### config.mk
export PLATFORM = sky130hd
export DESIGN_NAME = instr_decode
export DESIGN_NICKNAME = d
export VERILOG_FILES = /design/src/rtl/instr_decode.sv
export SDC_FILE = /design/constraint.sdc
export NUM_CORES = 1
export LEC_CHECK = 0
export CAP_MARGIN = 10
export CORE_UTILIZATION = 55
export CTS_BUF_LIST = sky130_fd_sc_hd__clkbuf_4 sky130_fd_sc_hd__clkbuf_8
export DETAILED_ROUTE_END_ITERATION = 10
export PLACE_DENSITY = 0.73
export SYNTH_ARGS = -nofsm -noshare
export SYNTH_HDL_FRONTEND = slang
export SYNTH_SLANG_ARGS = --single-unit
### constraint.sdc
create_clock -name clk -period 5.3 [get_ports clk]
set_clock_uncertainty 0.1 [all_clocks]
set_input_delay 0.53 -clock clk [delete_from_list [all_inputs] [get_ports clk]]
set_output_delay 0.53 -clock clk [all_outputs]
set_load 0.005 [all_outputs]
### src/rtl/instr_decode.sv
// Instruction decoder driving an 8-entry weight file and a multiply-accumulate step detector.
// Define STEP_SATURATE_EN to make step_count stop at 16'hFFFF; otherwise it wraps to zero.
module instr_decode (
    input  logic        clk,
    input  logic        reset,
    input  logic        instr_valid,
    input  logic [31:0] instruction,
    output logic        instr_ready,
    output logic        busy,
    output logic [15:0] step_count,
    output logic        step_pulse,
    output logic        illegal_op,
    input  logic [2:0]  weight_rd_addr,
    output logic [7:0]  weight_rd_data
);

    typedef enum logic [2:0] {
        IDLE = 3'd0,
        WR2  = 3'd1,
        MUL0 = 3'd2,
        MUL1 = 3'd3,
        CMP  = 3'd4
    } state_t;

    localparam logic [3:0] OP_CLEAR = 4'b0010;
    localparam logic [3:0] OP_UPD_A = 4'b0110;
    localparam logic [3:0] OP_UPD_B = 4'b1010;
    localparam logic [3:0] OP_COUNT = 4'b1100;

    state_t        state_reg;
    logic [2:0]    wr_addr_reg;
    logic [7:0]    wr_data_reg;
    logic [7:0]    a_reg;
    logic [7:0]    b_reg;
    logic [16:0]   acc_reg;
    logic [15:0]   step_count_reg;
    logic [15:0]   step_count_next;
    logic          step_pulse_reg;
    logic          illegal_op_reg;
    logic [7:0]    rd_data_reg;
    logic [7:0][7:0] w_val;

    logic [3:0]    opcode;
    logic          accept;
    logic          is_clear;
    logic          is_update;
    logic          is_count;
    logic          unused_instr_bits;

    assign opcode    = instruction[3:0];
    assign accept    = instr_valid && instr_ready;
    assign is_clear  = (opcode == OP_CLEAR);
    assign is_update = (opcode == OP_UPD_A) || (opcode == OP_UPD_B);
    assign is_count  = (opcode == OP_COUNT);

    assign unused_instr_bits = ^instruction[31:26];

    assign instr_ready    = (state_reg == IDLE) && !reset;
    assign busy           = (state_reg != IDLE) && !reset;
    assign step_count     = step_count_reg;
    assign step_pulse     = step_pulse_reg;
    assign illegal_op     = illegal_op_reg;
    assign weight_rd_data = rd_data_reg;

`ifdef STEP_SATURATE_EN
    assign step_count_next = (step_count_reg == 16'hFFFF) ? step_count_reg
                                                          : step_count_reg + 16'd1;
`else
    assign step_count_next = step_count_reg + 16'd1;
`endif

    // One register per weight; the WR2 write occurs a cycle after the first write,
    // so with equal addresses the second data naturally ends up in the register.
    genvar gi;
    generate
        for (gi = 0; gi < 8; gi++) begin : g_weight
            logic [7:0] w_reg;
            logic       first_hit;
            logic       second_hit;

            assign first_hit  = accept && is_update && (instruction[6:4] == 3'(gi));
            assign second_hit = (state_reg == WR2) && (wr_addr_reg == 3'(gi));

            always_ff @(posedge clk) begin
                if (reset || (accept && is_clear)) begin
                    w_reg <= 8'd0;
                end else if (second_hit) begin
                    w_reg <= wr_data_reg;
                end else if (first_hit) begin
                    w_reg <= instruction[14:7];
                end
            end

            assign w_val[gi] = w_reg;
        end
    endgenerate

    // Debug read returns the pre-edge contents; no bypass from a concurrent write.
    always_ff @(posedge clk) begin
        if (reset) begin
            rd_data_reg <= 8'd0;
        end else begin
            rd_data_reg <= w_val[weight_rd_addr];
        end
    end

    always_ff @(posedge clk) begin
        if (reset) begin
            state_reg      <= IDLE;
            wr_addr_reg    <= 3'd0;
            wr_data_reg    <= 8'd0;
            a_reg          <= 8'd0;
            b_reg          <= 8'd0;
            acc_reg        <= 17'd0;
            step_count_reg <= 16'd0;
            step_pulse_reg <= 1'b0;
            illegal_op_reg <= 1'b0;
        end else begin
            step_pulse_reg <= 1'b0;
            illegal_op_reg <= 1'b0;
            case (state_reg)
                IDLE: begin
                    if (accept) begin
                        if (is_update) begin
                            wr_addr_reg <= instruction[17:15];
                            wr_data_reg <= instruction[25:18];
                            state_reg   <= WR2;
                        end else if (is_count) begin
                            a_reg     <= instruction[11:4];
                            b_reg     <= instruction[19:12];
                            state_reg <= MUL0;
                        end else if (!is_clear) begin
                            illegal_op_reg <= 1'b1;
                        end
                    end
                end
                WR2: begin
                    state_reg <= IDLE;
                end
                MUL0: begin
                    acc_reg   <= 17'(a_reg) * 17'(w_val[0]);
                    state_reg <= MUL1;
                end
                MUL1: begin
                    // 255*255*2 fits in 17 bits, so the sum cannot overflow.
                    acc_reg   <= acc_reg + 17'(b_reg) * 17'(w_val[1]);
                    state_reg <= CMP;
                end
                CMP: begin
                    if (acc_reg >= {1'b0, w_val[2], w_val[3]}) begin
                        step_pulse_reg <= 1'b1;
                        step_count_reg <= step_count_next;
                    end
                    state_reg <= IDLE;
                end
                default: begin
                    state_reg <= IDLE;
                end
            endcase
        end
    end

endmodule

## Word level (Yosys, flattened, before mapping)

Cells that the tools add are included.

- Register bits: 137
- Bits in latches: 0
- Bits in writable memories: 0
- ROM bits: 0
- Output and inout port bits: 28
- Word-level logic and storage cells: 120
- Memories kept: 0

- Add/sub/neg operators: 2
- $mul: 2
- Div/mod/pow operators: 0
- $lt $le $gt $ge: 2
- Equality and inequality tests: 24
- Shifts and indexed selects: 0
- Multiplexer cells: 25
- Bitwise gates (word level): 4
- Reductions and logical operators: 43

Operators by type and width:

| cell | number |
|---|---|
| $mux W8 | 17 |
| $pmux W17 S2 | 1 |
| $mul A8 B8 Y16 | 2 |
| $eq A3 B3 Y1 const B | 9 |
| $bmux W8 S3 | 1 |
| $logic_and A1 B1 Y1 | 21 |
| $eq A3 B2 Y1 const B | 6 |
| $reduce_bool A2 Y1 | 9 |
| $add A17 B16 Y17 | 1 |
| $ge A17 B16 Y1 | 1 |
| $add A16 B1 Y16 const B | 1 |
| $eq A3 B1 Y1 const B | 3 |
| $logic_not A3 Y1 | 3 |
| $mux W3 | 3 |
| $pmux W3 S3 | 1 |
| $eq A4 B4 Y1 const B | 2 |
| $reduce_or A5 Y1 | 1 |
| $eq A4 B2 Y1 const B | 1 |
| $eq A4 B3 Y1 const B | 1 |
| $lt A3 B4 Y1 const B | 1 |
| $not A1 Y1 | 4 |
| $reduce_and A2 Y1 | 2 |
| $reduce_and A4 Y1 | 1 |
| $ne A3 B3 Y1 const B | 1 |
| other kinds (7) | 9 |

## Longest topological paths before layout

Gate-level depths: netlist of run 1.

- Word-level depth: 7
- Mapped depth: 18

## Worst setup path after synthesis of run 1

OpenSTA, ideal clock, no wires.

- Path type: reg-to-reg
- Start point: reg g_weight[1].w_reg[0]
- End point: reg acc_reg[15]
- Library setup time: 0.078 ns
- Arrival time: 4.365 ns
- Data required time: 5.122 ns
- Path slack: 0.757 ns
- Stages on the path, launching flop included: 17
- Path buffers: 1
- Clock period less this slack: 4.543 ns
- Cell sequence: dfxtp_1 clkbuf_1 nand2_1 fa_1 inv_1 fa_1 inv_1 fa_1 fa_1 inv_1 ha_1 o21a_1 o31a_1 o221a_2 a221oi_1 mux2_2 nor3_1

- Longest elaborated chain between the ends: 3

Ends and longest elaborated chain:

| item | line | RTL |
|---|---|---|
| start: declaration | 77 | `logic [7:0] w_reg;` |
| start signal: assignment | 88 | `w_reg <= wr_data_reg;` |
| start signal: assignment | 90 | `w_reg <= instruction[14:7];` |
| $mul A8 B8 Y16 | 146 | `acc_reg <= acc_reg + 17'(b_reg) * 17'(w_val[1]);` |
| $add A17 B16 Y17 | 146 |  |
| $pmux W17 S2 | 121 | `case (state_reg)` |
| end signal: assignment | 141 | `acc_reg <= 17'(a_reg) * 17'(w_val[0]);` |
| end signal: assignment | 146 |  |
| end: declaration | 35 | `logic [16:0] acc_reg;` |

No other way between the ends.
A chain may end at the register's enable or synchronous reset.

## Worst setup path in the final report of run 1

Ends and elaborated chain as after synthesis.

==> results of run 1 <==
-- kinds of logic (layout without fill, tap and decap cells) --
| family | count (synthesis) | after routing | share of synthesized area, % |
|---|---|---|---|
| adders and majority gates | 177 | 177 | 24.96 |
| buffers and inverters | 247 | 276 | 8.363 |
| DFF | 137 | 137 | 23.93 |
| and+or+nand+nor | 380 | 380 | 16.43 |
| muxes | 121 | 121 | 12.34 |
| xor gates and xnor gates | 21 | 21 | 1.605 |
| AOI/OAI and AO/OA | 198 | 198 | 12.37 |
-- power breakdown --
group | leakage (nW) | switching (mW) | internal (mW) | total [mW]
registers | 1.10 | 0.0148 | 1.04 | 1.05
clock network | 0.206 | 0.458 | 0.417 | 0.874
logic | 4.47 | 0.0839 | 0.0626 | 0.147
-- per-layer routing --
metal	part of all wire [%]	wire, µm	up-vias	global-route usage [%]
met5	0.046	13	-	0
met4	2.4	687	2	9.375
met3	5.2	1493	48	4.813
met2	46	13200	272	43.67
met1	46	13040	4381	38.69
li1	-	-	4353	-
-- per-stage QoR --
stage | power [mW] | worst slack, ns | area, µm² | instances
after floorplan | 1.159 | 0.7568 | 11460 | 1281
after global placement | 1.217 | 0.5473 | 12180 | 1548
after detailed placement | 1.220 | 0.4774 | 12180 | 1548
after CTS | 2.084 | 0.4653 | 12580 | 1580
after global routing | 2.139 | 0.07462 | 12580 | 1580
final | 2.072 | 0.4630 | 12580 | 1580
-- placed cells by master (no fill, tap or decap), types with 6 or more instances in the layout --
cell,Yosys,routed
sky130_fd_sc_hd__a211oi_1,67,67
sky130_fd_sc_hd__or4_1,9,9
sky130_fd_sc_hd__and2_1,91,91
sky130_fd_sc_hd__nor2_1,141,141
sky130_fd_sc_hd__nor3_1,18,17
sky130_fd_sc_hd__ha_1,91,91
sky130_fd_sc_hd__xor2_1,7,7
sky130_fd_sc_hd__or3_1,7,7
sky130_fd_sc_hd__dfxtp_1,137,137
sky130_fd_sc_hd__o21a_1,6,6
sky130_fd_sc_hd__mux4_2,16,16
sky130_fd_sc_hd__buf_4,0,14
sky130_fd_sc_hd__o21ai_0,23,23
sky130_fd_sc_hd__o31ai_1,8,8
sky130_fd_sc_hd__clkbuf_8,0,19
sky130_fd_sc_hd__and3_1,6,6
sky130_fd_sc_hd__fa_1,86,86
sky130_fd_sc_hd__a21oi_1,43,43
sky130_fd_sc_hd__nand2_1,68,68
sky130_fd_sc_hd__nor2b_1,6,6
sky130_fd_sc_hd__xnor2_1,14,14
sky130_fd_sc_hd__clkdlybuf4s50_1,0,58
sky130_fd_sc_hd__nand3_1,10,10
sky130_fd_sc_hd__inv_1,171,171
sky130_fd_sc_hd__mux2i_1,103,103
-- final timing paths --
path	to	slack [ns]	from	depth (start not counted)
worst max register to register	acc_reg[15]$_SDFFE_PP0P_	0.46	g_weight[1].w_reg[0]$_SDFFE_PP0P_	15
worst min-delay path	illegal_op$_SDFF_PP0_	0.38	reset	3
worst max-delay path	acc_reg[15]$_SDFFE_PP0P_	0.46	g_weight[1].w_reg[0]$_SDFFE_PP0P_	15
worst min register to register	step_count[15]$_SDFFE_PP0P_	0.39	step_count[15]$_SDFFE_PP0P_	2
-- worst max-delay path: stages, from the launching register on --
cell	delay (ns)
sky130_fd_sc_hd__dfxtp_1	0.53
sky130_fd_sc_hd__nand2_1	0.13
sky130_fd_sc_hd__fa_1	0.52
sky130_fd_sc_hd__inv_1	0.05
sky130_fd_sc_hd__fa_1	0.50
sky130_fd_sc_hd__inv_1	0.05
sky130_fd_sc_hd__fa_1	0.49
sky130_fd_sc_hd__fa_1	0.50
sky130_fd_sc_hd__inv_1	0.05
sky130_fd_sc_hd__ha_1	0.32
sky130_fd_sc_hd__o21a_1	0.20
sky130_fd_sc_hd__o31a_1	0.14
sky130_fd_sc_hd__o221a_2	0.29
sky130_fd_sc_hd__a221oi_1	0.35
sky130_fd_sc_hd__mux2_2	0.38
sky130_fd_sc_hd__nor3_1	0.17
-- cell type report --
type                            count  share of cell area [%]
Multi-Input combinational cell    897                   61.77
Sequential cell                   137                   21.80
Timing Repair Buffer               73                   5.490
Inverter                          171                   5.102
Tap cell                          270                   2.685
Clock buffer                       20                   2.138
Clock inverter                     12                   1.014
==> run_results.csv, run 1 <==
group,metric,value,unit
sta,finalWorstPathRequiredPeriod,4.837,ns
logic_synthesis,synth_most_common_cell,"sky130_fd_sc_hd__inv_1",
die,die_area,0.02142,mm²
logic_synthesis,sequential_area_share_after_synthesis,23.93,%
layout,number_of_inserted_filler_cells_in_the_final_layout,1806,
min_path,holdCritPathClass,"in -> reg",
die,initial_utilization,56.45,%
layout,finish.utilization,61.98,%
layout,combined_flip_flop_and_latch_cell_area,0.002743,mm²
sta,finalMaxSlewViolations,0,
sta,finalCritPeriodShare,91.26,%
sta,grt_setup_unrepaired,"no",
clocking,ctsRootBufferMaster,"sky130_fd_sc_hd__clkbuf_8",
clocking,htree_levels,4,
clocking,post-cts-setup-buffer-count,0,
critical_path,path_max_fanout,10,
sta,max-slew-margin-rel,21.31,%
global_routing,overflow,0,
logic_synthesis,asyncSetResetFlopFracSynth,0,%
clocking,cts_resized,0,
global_routing,global_route_wire_length_before_repair,46740,µm
logic_synthesis,dominantRegCellSynth,"sky130_fd_sc_hd__dfxtp_1",
logic_synthesis,yosys-top-cells-count,"sky130_fd_sc_hd__inv_1 (171), sky130_fd_sc_hd__nor2_1 (141), sky130_fd_sc_hd__dfxtp_1 (137)",
die,io_pins,66,
routing,antenna_left,0,
status,outcome,"finished clean",
layout,largest_reg_flops,64,
sta,worst-slew-pin-transition,1.179,ns
sta,setup_viol,0,
logic_synthesis,synthesis.area_per_instance,8.946,µm²
clocking,insertion_delay,0.45,ns
place,place.gp.congestion,0.8994,
critical_path,critPathCaptureType,"flip-flop",
routing,wirelength,28440,µm
die,die_w,146.3,µm
critical_path,critPathLaunchType,"flip-flop",
critical_path,timing.critical_path.required,5.58,ns
sta,hold_viol_final,0,
layout,layout_nets,1512,
logic_synthesis,synth_largest_area_cell,"sky130_fd_sc_hd__dfxtp_1",
routing,avgRoutedWirePerCell,18.00,µm
critical_path,setup.worst_path.class,"reg -> reg",
global_routing,grt_antenna_before_repair,1,
clocking,clk_transition_reported_paths,0.09,ns
global_routing,grt_pass1_vias,8835,
clocking,tritoncts_clock_tree,"yes",
logic_synthesis,synth_nets,1496,
place,dp.final_hpwl,21620,µm
layout,antenna_cells_inserted,0,
layout,layout_overhead_on_the_synthesized_area,9.783,%
global_routing,groute.usage.overall,27.79,%
logic_synthesis,netlist_top_cells_area,"sky130_fd_sc_hd__dfxtp_1 (24%), sky130_fd_sc_hd__fa_1 (15%), sky130_fd_sc_hd__ha_1 (9.9%)",
clocking,cts_hold_repair.buffers,0,
clocking,clock_sinks,137,
clocking,cts.path.max_buffers,2,
clocking,tritoncts.num_buffers,17,
global_routing,grt_max_degree,75,
place,io_buffers,59,
sta,fin_tns_setup,0,ns
pwr,cellLeakagePower,5.781,nW
layout,area_of_the_multi_input_gates,0.007771,mm²
routing,total_via_count_after_detailed_routing,9056,
pwr,vdd.ir_drop.worst,131.8,µV
logic_synthesis,ys_types,66,
logic_synthesis,synth-edff-count,0,
sta,maximum_clock_rate,206.7,MHz
logic_synthesis,post-synth-top-area-fraction,23.93,%
routing,detailedRoute.firstPassIterationCount,6,
die,fp.dieH,146.3,µm
logic_synthesis,mappedNetlistArea,0.01146,mm²
pwr,power.density,164.7,mW/mm²
logic_synthesis,postSynthCellCount,1281,
layout,post_route_cells_drive_above_1_share,6.412,%
logic_synthesis,ys_ff_latch,137,
routing,drtIter0Drc,666,
logic_synthesis,yosys_warnings,0,
critical_path,timing.critical_path.arrival,5.11,ns
routing,drc,0,
sta,whs,0.3805,ns
die,row_count,52,
run,timing.max_cap.violations,0,
routing,viasPerCell,5.732,
die,coreArea,0.02030,mm²
(Power assumes the default switching activity.)
==> run 2, diff against run 1 <==
Settings changed: CTS_CLUSTER_DIAMETER from default to 100.
==> results of run 2 <==
Final layout, timing and power as in run 1 (identical DEF).
==> run 3, diff against run 2 <==
Settings changed: CELL_PAD_IN_SITES_DETAIL_PLACEMENT from default to 0, CELL_PAD_IN_SITES_GLOBAL_PLACEMENT from default to 2, CORE_UTILIZATION 55 to 39, CTS_BUF_LIST sky130_fd_sc_hd__clkbuf_4 sky130_fd_sc_hd__clkbuf_8 to sky130_fd_sc_hd__clkbuf_16, PLACE_DENSITY 0.73 to 0.81.
==> run 3 against run 2 <==
Hold slack improved by 0.010 ns. Clock-buffer cell count fell by 3. Final cell count rose by 7.4%. Combinational power barely moved. Total power rose by 25%. Sequential cell count did not move. Critical path type unchanged. Highest routed layer is now met4.
==> run_results.csv, run 3 (synthesis results as in run 1) <==
group,metric,value,unit
critical_path,critPathCaptureType,"flip-flop",
routing,detailroute.wirelength.met2,14160,µm
critical_path,setup.worst_path.class,"reg -> reg",
routing,drtIter0Drc,389,
sta,worst-slew-pin-transition,1.039,ns
global_routing,global_route_wire_length_before_repair,49630,µm
routing,antenna_left,0,
clocking,insertion_delay,0.44,ns
sta,setup_viol,0,
critical_path,timing.critical_path.arrival,5.16,ns
pwr,report.power.total,2.582,mW
layout,commonest_non_fill_non_tap_cells_in_the_layout,"sky130_fd_sc_hd__inv_1 (171), sky130_fd_sc_hd__nor2_1 (141), sky130_fd_sc_hd__dfxtp_1 (137)",
run,timing.max_cap.violations,0,
die,io_pins,66,
layout,layout_commonest_cell,"sky130_fd_sc_hd__inv_1",
pwr,vdd.ir_drop.worst,171.5,µV
clocking,clk_transition_reported_paths,0.07,ns
place,detailed_place.area,0.01235,mm²
critical_path,critPathLaunchType,"flip-flop",
die,die_area,0.03007,mm²
sta,finalMaxSlewViolations,0,
layout,antenna_cells_inserted,0,
routing,total_via_count_after_detailed_routing,8728,
global_routing,groute.usage.overall,21.25,%
routing,highest-signal-layer,"met4",
sta,finalCritPeriodShare,92.66,%
routing,wirelength,30940,µm
layout,post_route_cells_drive_above_1_share,6.626,%
clocking,tritoncts.num_buffers,17,
routing,viasPerCell,5.143,
routing,detailedRoute.firstPassIterationCount,4,
routing,wl_met3,794,µm
die,die_w,173.4,µm
sta,max-slew-margin-rel,30.53,%
clocking,htree_levels,4,
layout,final_area,0.01302,mm²
routing,avgRoutedWirePerCell,18.23,µm
layout,largest_reg_flops,64,
clocking,cts.path.max_buffers,2,
clocking,ctsRootBufferMaster,"sky130_fd_sc_hd__clkbuf_16",
clocking,tritoncts_clock_tree,"yes",
layout,instances_no_fill,1697,
status,outcome,"finished clean",
clocking,cts_resized,0,
global_routing,grt_pass1_vias,8710,
die,initial_utilization,39.82,%
clocking,cts_hold_repair.buffers,0,
sta,maximum_clock_rate,203.6,MHz
global_routing,grt_max_degree,64,
critical_path,critical_path.startpoint,"g_weight[1].w_reg[2]$_SDFFE_PP0P_",
place,io_buffers,59,
place,dpl.cell_count,1665,
global_routing,grt_antenna_before_repair,0,
global_routing,overflow,0,
sta,finalWorstPathRequiredPeriod,4.911,ns
layout,layout_nets,1515,
clocking,clock_sinks,137,
clocking,post-cts-setup-buffer-count,0,
layout,finish.utilization,45.24,%
routing,drc,0,
critical_path,timing.critical_path.required,5.55,ns
die,fp.dieH,173.4,µm
sta,fin_tns_setup,0,ns
critical_path,path_max_fanout,10,
routing,met1_length,15660,µm
layout,layout_overhead_on_the_synthesized_area,13.63,%
min_path,holdCritStartpoint,"step_count[15]$_SDFFE_PP0P_",
sta,hold_viol_final,0,
place,place.gp.congestion,0.8084,
place,dp.final_hpwl,23510,µm
sta,grt_setup_unrepaired,"no",
pwr,cellLeakagePower,5.919,nW
min_path,holdCritPathClass,"reg -> reg",
die,row_count,62,
pwr,power.density,198.3,mW/mm²
die,coreArea,0.02878,mm²
critical_path,r2r_start,"g_weight[1].w_reg[2]$_SDFFE_PP0P_",
## run 3: cell types whose count changed in the layout (fill, tap and decap cells not counted), moves of 3 or more
cell and delta:
sky130_fd_sc_hd__clkbuf_8 -19, sky130_fd_sc_hd__clkbuf_16 +17, sky130_fd_sc_hd__inv_8 +4, sky130_fd_sc_hd__buf_4 +3
sky130_fd_sc_hd__bufinv_16 +3, sky130_fd_sc_hd__clkinv_4 -3
## run 3: per-layer routing
layer | global-route usage [%] | vias to the layer above
met4 | 4.462 | 0
met3 | 2.939 | 20
met5 | 0 | -
met1 | 30.26 | 4247
li1 | - | 4348
met2 | 34.15 | 113
## run 3: area by class of cell
type / count / area, µm²
flip-flops and latches: 137 / 2743
inverters: 171 / 641.9
clock buffers: 17 / 425.4
repair buffers: 76 / 713.2
multi-input cells: 897 / 7771
clock inverters: 15 / 246.5
fillers: 2826 / 15760
well taps: 384 / 480.5
## run 3: through the flow
step                setup slack [ns]  hold slack [ns]
floorplan                     0.7568           0.3682
global placement              0.3917           0.3595
detailed placement            0.4074           0.3775
CTS                           0.3706           0.3880
global route                 0.08850           0.4132
finish                        0.3889           0.3910
## run 3: worst paths after layout
check / endpoint / slack (ns) / depth (start not counted)
max: acc_reg[15]$_SDFFE_PP0P_ / 0.39 / 14
min reg2reg: step_count[15]$_SDFFE_PP0P_ / 0.39 / 2
min: step_count[15]$_SDFFE_PP0P_ / 0.39 / 2
max reg2reg: acc_reg[15]$_SDFFE_PP0P_ / 0.39 / 14
## run 3: critical path, stage by stage (launching register included)
cell and delay, ns:
sky130_fd_sc_hd__dfxtp_1 0.63, sky130_fd_sc_hd__nand2_1 0.16, sky130_fd_sc_hd__fa_1 0.53, sky130_fd_sc_hd__fa_1 0.54
sky130_fd_sc_hd__inv_1 0.05, sky130_fd_sc_hd__fa_1 0.47, sky130_fd_sc_hd__inv_1 0.05, sky130_fd_sc_hd__fa_1 0.49
sky130_fd_sc_hd__inv_1 0.05, sky130_fd_sc_hd__ha_1 0.23, sky130_fd_sc_hd__or3_1 0.37, sky130_fd_sc_hd__o221a_2 0.26
sky130_fd_sc_hd__a221oi_1 0.34, sky130_fd_sc_hd__mux2_2 0.38, sky130_fd_sc_hd__nor3_1 0.16
## run 3: where the power goes
group | internal (mW) | total, mW | switching, mW
clock | 0.820 | 1.38 | 0.560
combinational | 0.0630 | 0.150 | 0.0867
sequential | 1.04 | 1.05 | 0.0146
total | 1.92 | 2.58 | 0.661
